<file path="src/rtl/pc_gen_redirect.sv">
// pc_gen_redirect -- fetch-stage program-counter generator.
//
// Produces the instruction fetch address. Sequential fetches advance by INC
// when the pipeline is not stalled and memory acknowledges the current fetch.
// Supports branch redirect (with a one-entry pending-target buffer held across
// stalls/wait states), flush/exception redirect, and misaligned-fetch detection.
//
// Ports:
//   clk            in   clock
//   rst            in   synchronous active-high reset
//   stall          in   [STALL_W] pipeline stall vector, bit 0 holds the PC
//   flush          in   exception/eret redirect strobe
//   flush_pc       in   [ADDR_W] redirect target for flush
//   branch_flag    in   branch/jump taken, from ID
//   branch_target  in   [ADDR_W] branch target
//   inst_ack       in   instruction memory returned data for current pc
//   pc             out  [ADDR_W] current fetch address
//   ce             out  instruction memory chip enable
//   fetch_err      out  misaligned-fetch exception flag
//   pend_valid     out  a branch target is buffered awaiting application
module pc_gen_redirect #(
   parameter int                ADDR_W       = 32,
   parameter logic [ADDR_W-1:0] RESET_VECTOR = '0,
   parameter int                INC          = 4,
   parameter int                ALIGN_BITS   = 2,
   parameter int                STALL_W      = 6
) (
   input  logic               clk,
   input  logic               rst,
   input  logic [STALL_W-1:0] stall,
   input  logic               flush,
   input  logic [ADDR_W-1:0]  flush_pc,
   input  logic               branch_flag,
   input  logic [ADDR_W-1:0]  branch_target,
   input  logic               inst_ack,
   output logic [ADDR_W-1:0]  pc,
   output logic               ce,
   output logic               fetch_err,
   output logic               pend_valid
);

   typedef enum logic [1:0] {
      S_RST = 2'd0,
      S_RUN = 2'd1,
      S_ERR = 2'd2
   } state_t;

   // Mask of low PC bits that must be zero; all-zero when the check is disabled.
   localparam logic [ADDR_W-1:0] ALIGN_MASK = ADDR_W'((64'd1 << ALIGN_BITS) - 64'd1);
   localparam logic [ADDR_W-1:0] INC_W      = ADDR_W'(INC);

   state_t              state_q, state_d;
   logic [ADDR_W-1:0]   pc_q, pc_d;
   logic                ce_q, ce_d;
   logic                fetch_err_q, fetch_err_d;
   logic                pend_valid_q, pend_valid_d;
   logic [ADDR_W-1:0]   pend_target_q, pend_target_d;

   logic                adv;
   logic                load;
   logic [ADDR_W-1:0]   load_val;

   // Only stall[0] has meaning; the remaining bits are deliberately ignored.
   logic                unused_stall;
   assign unused_stall = ^stall;

   function automatic logic misaligned(input logic [ADDR_W-1:0] addr);
      return (addr & ALIGN_MASK) != '0;
   endfunction

   assign adv = (state_q == S_RUN) && !stall[0] && inst_ack;

   always_comb begin
      state_d       = state_q;
      pc_d          = pc_q;
      ce_d          = ce_q;
      fetch_err_d   = fetch_err_q;
      pend_valid_d  = pend_valid_q;
      pend_target_d = pend_target_q;
      load          = 1'b0;
      load_val      = pc_q;

      case (state_q)
         S_RST: begin
            // First fetch after reset presents RESET_VECTOR with ce raised.
            ce_d    = 1'b1;
            state_d = S_RUN;
         end

         S_RUN: begin
            if (flush) begin
               load         = 1'b1;
               load_val     = flush_pc;
               pend_valid_d = 1'b0;
            end else if (adv && pend_valid_q) begin
               // Buffered target wins over a same-cycle branch.
               load         = 1'b1;
               load_val     = pend_target_q;
               pend_valid_d = 1'b0;
            end else if (adv && branch_flag) begin
               load     = 1'b1;
               load_val = branch_target;
            end else if (adv) begin
               load     = 1'b1;
               load_val = pc_q + INC_W;
            end else if (branch_flag) begin
               // Newest branch overwrites any older pending target.
               pend_target_d = branch_target;
               pend_valid_d  = 1'b1;
            end

            if (load) begin
               pc_d = load_val;
               if (misaligned(load_val)) begin
                  fetch_err_d  = 1'b1;
                  ce_d         = 1'b0;
                  pend_valid_d = 1'b0;
                  state_d      = S_ERR;
               end
            end
         end

         S_ERR: begin
            pend_valid_d = 1'b0;
            if (flush) begin
               pc_d = flush_pc;
               if (!misaligned(flush_pc)) begin
                  fetch_err_d = 1'b0;
                  ce_d        = 1'b1;
                  state_d     = S_RUN;
               end
            end
         end

         default: begin
            state_d = S_RST;
            ce_d    = 1'b0;
         end
      endcase
   end

   always_ff @(posedge clk) begin
      if (rst) begin
         state_q       <= S_RST;
         pc_q          <= RESET_VECTOR;
         ce_q          <= 1'b0;
         fetch_err_q   <= 1'b0;
         pend_valid_q  <= 1'b0;
         pend_target_q <= '0;
      end else begin
         state_q       <= state_d;
         pc_q          <= pc_d;
         ce_q          <= ce_d;
         fetch_err_q   <= fetch_err_d;
         pend_valid_q  <= pend_valid_d;
         pend_target_q <= pend_target_d;
      end
   end

   assign pc         = pc_q;
   assign ce         = ce_q;
   assign fetch_err  = fetch_err_q;
   assign pend_valid = pend_valid_q;

endmodule

</file>
<file path="config.mk">
export PLATFORM = sky130hd
export DESIGN_NAME = pc_gen_redirect
export DESIGN_NICKNAME = d
export VERILOG_FILES = /design/src/rtl/pc_gen_redirect.sv
export SDC_FILE = /design/constraint.sdc
export NUM_CORES = 1
export LEC_CHECK = 0
export ABC_AREA = 1
export CELL_PAD_IN_SITES_DETAIL_PLACEMENT = 1
export CELL_PAD_IN_SITES_GLOBAL_PLACEMENT = 1
export CORE_MARGIN = 8
export CORE_UTILIZATION = 30
export CTS_CLUSTER_SIZE = 12
export DETAILED_ROUTE_END_ITERATION = 8
export GPL_ROUTABILITY_DRIVEN = 0
export GPL_TIMING_DRIVEN = 1
export MAX_ROUTING_LAYER = met4
export PLACE_DENSITY_LB_ADDON = 0.12
export SYNTH_ARGS = -nofsm -noshare
export SYNTH_HDL_FRONTEND = slang
export SYNTH_SLANG_ARGS = --single-unit
</file>
<file path="constraint.sdc">
create_clock -name clk -period 1.8 [get_ports clk]
set_clock_uncertainty 0.2 [all_clocks]
set_input_delay 0.45 -clock clk [delete_from_list [all_inputs] [get_ports clk]]
set_output_delay 0.45 -clock clk [all_outputs]
set_load 0.01 [all_outputs]
</file>
==> metrics.md, run 1 <==
| Metric | Value |
|---|---|
| R2R Path End | fetch_err |
| R2R setup slack | -0.17 ns |
| Share of power burned in registers | 24.2% |
| RSZ-0062 raised after global routing | yes |
| Vias per cell | 5.245 |
| CP Buf/Inv Count | 3 |
| Number of cell rows | 44 |
| Mean Syn Cell Area | 5.963 sq um |
| Detail Route Antenna Nets | 0 |
| Max Slew Vio Count | 0 |
| Clock tree buffer depth | 2 |
| R2r worst-path depth | 13 |
| Ys Warns | 0 |
| Core footprint | 0.01448 sq mm |
| Switching pwr | 4.512 mW |
| Slew @ Worst Pin | 0.4177 ns |
| Worst EP arrival | 2.01 ns |
| Post-Place Cells | 1,074 |
| Min-Delay Path Class | flop to flop |
| Fmax | 507.0 MHz |
| Initial Utilization | 30.64% |
| CP Class | flop to flop |
| Die area | 0.01894 sq mm |
| CTS sink cnt | 68 |
| Worst path required time | 1.84 ns |
| CP endpoint kind | flop |
| Syn_nets | 824 |
| Via count | 5,806 |
| H-tree Lvls | 3 |
| Yosys cell types | 34 |
| Num CTS Buffers | 9 |
| Fraction of layout cells with a size suffix above 1 | 30.99% |
| Multi-input logic area | 0.003344 sq mm |
| Hold Violations, Final | 0 |
| Critical Path Start Type | flop |
| Grt ovf | 0 |
| Reg clk slew, reported paths | 0.05 ns |
| Main synth FF type | dfxtp_1 |
| Post-place setup slack | -0.6517 ns |
| Leak | 3.029 nW |
| Clock root cell | clkbuf_16 |
| Final Critical Period | 1.972 ns |
| Total wire length | 21,700 um |
| Initial antenna violation count | 0 |
| Status | finished, violations left |
| Number of port buffers | 104 |
| CTS tree | yes |
| Sequential-to-total area share from yosys stat | 30.68% |
| Mapped cell area | 0.004437 sq mm |
| Total GRT Usage | 22.27% |
| CP max FO | 5 |
| Worst Hold Path EP | pend_target_q[25] |
| Worst VDD drop | 0.0006637 V |
| Final WS setup | -0.1724 ns |
| Area grow syn2layout | 71.57% |
| Hold_sp | pend_target_q[25] |
| Non-Filler Instances | 1,107 |
| Synth area leader | dfxtp_1 |
| Synth Register Bits | 68 |
| # setup viols final | 61 |
| Filler cells | 1,822 |
| Post-synthesis cell count | 744 |
| Logic pwr share | 60.2% |
| Hold Slack | 0.2495 ns |
| Synth cell count leaders | 180 x nand2_1, 134 x nor2_1, 99 x a21oi_1 |
| Internal power | 5.889 mW |
| WHS Path Cells | 2 |
| Switching part of the total power | 43.38% |
| Starting DRT DRC Count | 292 |
| TritonRoute pass-1 iters | 4 |
| Post-DP HPWL | 14,300 um |
| Chip Height | 137.6 um |
| Crit share post-route | 109.6% |
| Most numerous cell in the Yosys netlist | nand2_1 |
| Share of flip-flops with an asynchronous set or reset | 0% |
| Power Dens Cells | 1366 mW/mm^2 |
| Max-cap viol count | 0 |
| Vias in the first global route | 6,192 |
| IO Count | 110 |
| Power share of the clock group | 15.7% |
| Failing checks | negative setup slack |
| Share of the synthesized area in the top cell type | 30.68% |
| Largest delay share family, worst path | simple AND/OR/NAND/NOR gates |
| Nets@finish | 1,003 |
| Die W | 137.6 um |
| Largest net degree at the start of global routing | 29 |
| Slew HR | 72.16% |
| Worst path most repeated cell | nand2_2 |
| Synth top area cells | dfxtp_1 31%, nand2_1 15%, nor2_1 11% |
| Critical-path top delay cell | dfxtp_2 |
| Reg area | 0.001394 sq mm |
| Routed len/inst | 19.60 um |
| Worst path max stage delay | 0.33 ns |
| Post-synth EDFFs | 0 |
| Residual DRC | 0 |
| Worst skew pair latency | 0.34 ns |
| Reg-to-Reg Start | state_q[1] |
| First-pass GRT wire length | 32,130 um |
| Antenna fix cells | 0 |
| # hold bufs at CTS | 0 |
| CP Cell Sequence | inv_2 -> ha_4 -> nand4_1 -> buf_6 -> nand2_2 -> nand3_2 -> nand2_2 -> nand2_2 -> nand3_4 -> buf_4 -> nand4_1 -> nand2_1 -> nor2_1 |
==> power by group through the flow <==
stage / Sequential [mW] / Clock [mW] / Combinational [mW]
finish: 2.52 / 1.63 / 6.26
global route: 2.57 / 1.73 / 6.75
CTS: 2.46 / 1.66 / 5.16
detailed placement: 2.44 / 0 / 4.78
global placement: 2.42 / 0 / 4.61
floorplan: 2.52 / 0 / 2.24
==> sequential cells by signal, summed over array words and instances, names as in the netlist <==
name,count
fetch_err,1
pend_valid,1
state_q,2
pc,32
pend_target_q,32
==> layer usage <==
metal | share of wire [%] | track usage, % | vias to the layer above
li1 | - | - | 2775
met1 | 42 | 25.47 | 2844
met2 | 51 | 38.63 | 157
met3 | 4.7 | 4.486 | 30
met4 | 1.8 | 6.216 | 0
met5 | 0 | - | -
==> worst register-to-register path, cell delays in order (launching register included) <==
cell and delay (ns):
dfxtp_2 0.33, inv_2 0.08, ha_4 0.20, nand4_1 0.12, buf_6 0.17, nand2_2 0.07
nand3_2 0.07, nand2_2 0.09, nand2_2 0.08, nand3_4 0.08, buf_4 0.12, nand4_1 0.12
nand2_1 0.11, nor2_1 0.04
==> kinds of logic after synthesis <==
group                      Yosys count  share of synthesized area [%]
AOI/OAI and AO/OA                  186                          21.60
xor gates and xnor gates             4                         0.7898
adders and majority gates            5                          1.410
buffers and inverters              102                          9.475
DFF                                 68                          30.68
and+or+nand+nor                    379                          36.04
==> cell usage in the layout, fill, tap and decap left out, types with 3 or more instances in the layout <==
cell type,netlist,routed
or2_2,3,3
o21ai_0,70,13
clkdlybuf4s50_1,0,65
clkdlybuf4s15_1,0,6
nand2_1,180,167
o211ai_1,5,5
nand3b_1,14,14
nand4_1,5,5
inv_2,2,8
nor2_4,1,14
clkbuf_16,0,12
o21ai_4,0,15
nor2_1,134,105
nand2_2,1,14
nand3_2,2,6
o21ai_1,6,29
inv_1,61,54
o21ai_2,0,19
buf_12,0,12
nand3_4,0,5
dfxtp_1,68,46
nand3_1,32,23
a21oi_2,1,36
buf_4,7,60
xnor2_1,3,3
nor2_2,3,19
a21oi_1,99,64
ha_4,0,4
buf_16,0,3
dlygate4sd2_1,0,31
buf_6,0,22
dfxtp_2,0,20
==> area by class of cell <==
type                    count  area share [%]
multi-input cells         574           43.93
repair buffers            206           28.19
flip-flops and latches     68           18.31
clock buffers              11           3.320
inverters                  64           3.222
well taps                 184           3.024
==> through the flow <==
stage	instance area (sq um)	power [mW]	utilization, %	TNS (ns)
floorplan	4464	4.752	-	-0.03211
global placement	6233	7.024	43.05	-26.48
detailed placement	6233	7.223	43.05	-30.37
CTS	7019	9.287	48.48	-1.048
global route	7612	11.05	52.58	-9.752
finish	7612	10.40	52.58	-4.328
==> worst max path at each step <==
| stage | startpoint | to | slack, ns | cells after the start |
|---|---|---|---|---|
| finish | state_q[1] | fetch_err | -0.17 | 13 |
| global route | state_q[1] | fetch_err | -0.25 | 13 |
| CTS | state_q[1] | pc[20] | -0.07 | 11 |
| detailed placement | stall[0] | pc[8] | -0.65 | 9 |
| global placement | stall[0] | pc[16] | -0.57 | 9 |
| floorplan | state_q[1] | pc[2] | -0.02 | 9 |
==> timing repair <==
item	CTS	global route
gates resized for setup	191	152
buffers inserted	9	5
cloned	6	3
pin swaps	24	35
setup endpoints to repair	100	75
(Power assumes the default switching activity.)
==> run 2, diff against run 1 <==
- TNS_END_PERCENT: default -> 10
==> metrics.md, run 2 (same netlist as run 1, synthesis figures left out) <==
| Metric | Value |
|---|---|
| Most frequent cells in the layout | 167 x nand2_1, 108 x nor2_1, 88 x a21oi_1, 66 x clkdlybuf4s50_1, 61 x buf_4 |
| Initial Utilization | 30.64% |
| CTS sink cnt | 68 |
| TritonRoute pass-1 iters | 4 |
| Reg-to-Reg Start | state_q[1] |
| Chip Height | 137.6 um |
| Switching part of the total power | 43.51% |
| Slew HR | 73.65% |
| Detail Route Antenna Nets | 0 |
| R2R setup slack | -0.14 ns |
| Met1 Use GR | 24.40% |
| Worst path required time | 1.83 ns |
| CP max FO | 11 |
| Hold Violations, Final | 0 |
| Critical Path Start Type | flop |
| Die W | 137.6 um |
| Post-place setup slack | -0.6560 ns |
| Share of power burned in registers | 26.4% |
| IO Count | 110 |
| Via count | 5,685 |
| Vias per cell | 5.182 |
| CP Buf/Inv Count | 3 |
| Residual DRC | 0 |
| # setup viols final | 57 |
| # hold bufs at CTS | 0 |
| Area grow syn2layout | 60.43% |
| Multi-input logic area | 0.003059 sq mm |
| CP endpoint kind | flop |
| Worst path max stage delay | 0.32 ns |
| Total wire length | 21,540 um |
| Failing checks | negative setup slack |
| Clock tree buffer depth | 2 |
| H-tree Lvls | 3 |
| Switching pwr | 4.151 mW |
| Routed len/inst | 19.63 um |
| Reg clk slew, reported paths | 0.06 ns |
| Met3 usage | 3.027% |
| Post-DP HPWL | 14,130 um |
| Slew @ Worst Pin | 0.3952 ns |
| Power Dens Cells | 1340 mW/mm^2 |
| GRT busiest layer | met2 |
| Worst Hold Path EP | pend_target_q[28] |
| Hold_sp | pend_target_q[28] |
| Crit share post-route | 107.8% |
| R2r worst-path depth | 9 |
| Worst VDD drop | 0.0004730 V |
| Final WS setup | -0.1407 ns |
| Met2 Usage GRT | 35.28% |
| Filler cells | 1,900 |
| Worst EP arrival | 1.97 ns |
| Logic pwr share | 56.0% |
| Critical-path top delay cell | dfxtp_2 |
| Clock root cell | clkbuf_16 |
| Vias in the first global route | 5,735 |
| Number of cell rows | 44 |
| Num CTS Buffers | 9 |
| Largest delay share family, worst path | compound AO/OA/AOI/OAI gates |
| Reg area | 0.001391 sq mm |
| Setup_tns | -3.144 ns |
| Worst skew pair latency | 0.35 ns |
| Total GRT Usage | 20.62% |
| Number of port buffers | 104 |
| Most common cell after layout, fill and taps aside | nand2_1 |
| Initial antenna violation count | 0 |
| RSZ-0062 raised after global routing | yes |
| Fmax | 515.3 MHz |
| Max Slew Vio Count | 0 |
| Status | finished, violations left |
| R2R Path End | pc[8] |
| CTS tree | yes |
| CP Cell Sequence | inv_2 -> ha_4 -> nand4_1 -> buf_6 -> buf_6 -> o21ai_0 -> o21ai_1 -> o21ai_0 -> a21oi_1 |
| Die area | 0.01894 sq mm |
| Core footprint | 0.01448 sq mm |
| Min-Delay Path Class | flop to flop |
| First-pass GRT wire length | 29,800 um |
| WHS Path Cells | 2 |
| Fraction of layout cells with a size suffix above 1 | 25.08% |
| Post-layout util | 49.16% |
| CP Class | flop to flop |
| Leak | 2.919 nW |
| Antenna fix cells | 0 |
| Power share of the clock group | 17.7% |
| Final Critical Period | 1.941 ns |
| Internal power | 5.389 mW |
| Nets@finish | 989 |
| Largest net degree at the start of global routing | 63 |
| Starting DRT DRC Count | 270 |
| Grt ovf | 0 |
| Max-cap viol count | 0 |
==> run 2: power groups by stage <==
stage               clock (mW)  combinational [mW]  sequential (mW)
floorplan                    0                2.22             2.51
global route              1.77                5.82             2.57
CTS                       1.70                4.76             2.45
finish                    1.68                5.34             2.52
detailed placement           0                4.77             2.44
global placement             0                4.64             2.42
==> run 2: how the worst max path moves through the flow <==
stage | startpoint | to | slack [ns] | cells past startpoint
6_report | state_q[1] | pc[8] | -0.14 | 9
5_1_grt | state_q[1] | pc[6] | -0.22 | 9
4_1_cts | state_q[1] | pc[20] | -0.07 | 10
3_5_place_dp | inst_ack | state_q[1] | -0.66 | 10
3_3_place_gp | stall[0] | pc[6] | -0.48 | 9
2_1_floorplan | state_q[1] | pc[9] | -0.02 | 11
==> run 2: area by class of cell <==
type,count,area share (%)
clock buffer,13,3.656
clock inverter,2,0.1406
inverter,64,3.428
multi-input combinational,574,42.98
sequential,68,19.55
tap,184,3.234
timing repair buffer,192,27.02
==> run 2: what timing repair did <==
item / in CTS / in global routing
setup buffers: 0 / 3
gates resized for setup: 100 / 129
endpoints found under the setup margin: 102 / 76
pin swaps: 7 / 23
gates cloned: 0 / 8
==> run 2: through the flow <==
| step | hold slack, ns | instances | power [mW] | cell area (sq um) |
|---|---|---|---|---|
| 4_1_cts | 0.2508 | 1086 | 8.913 | 6599 |
| 3_5_place_dp | 0.2393 | 1071 | 7.213 | 6227 |
| 2_1_floorplan | 0.2237 | 744 | 4.735 | 4444 |
| 3_3_place_gp | 0.2295 | 1071 | 7.057 | 6227 |
| 6_report | 0.2503 | 1097 | 9.540 | 7118 |
| 5_1_grt | 0.2738 | 1097 | 10.16 | 7118 |
==> run 2: per-layer routing <==
metal  up-vias  part of all wire (%)
met5         -                     0
met1      2748                    41
met4         0                   2.1
met3        29                   6.5
met2       150                    50
li1       2758                     -
==> run 2: worst min-delay path, stage by stage (launching register included) <==
cell and delay (ns):
dfxtp_1 0.31, inv_1 0.05, a21oi_1 0.05
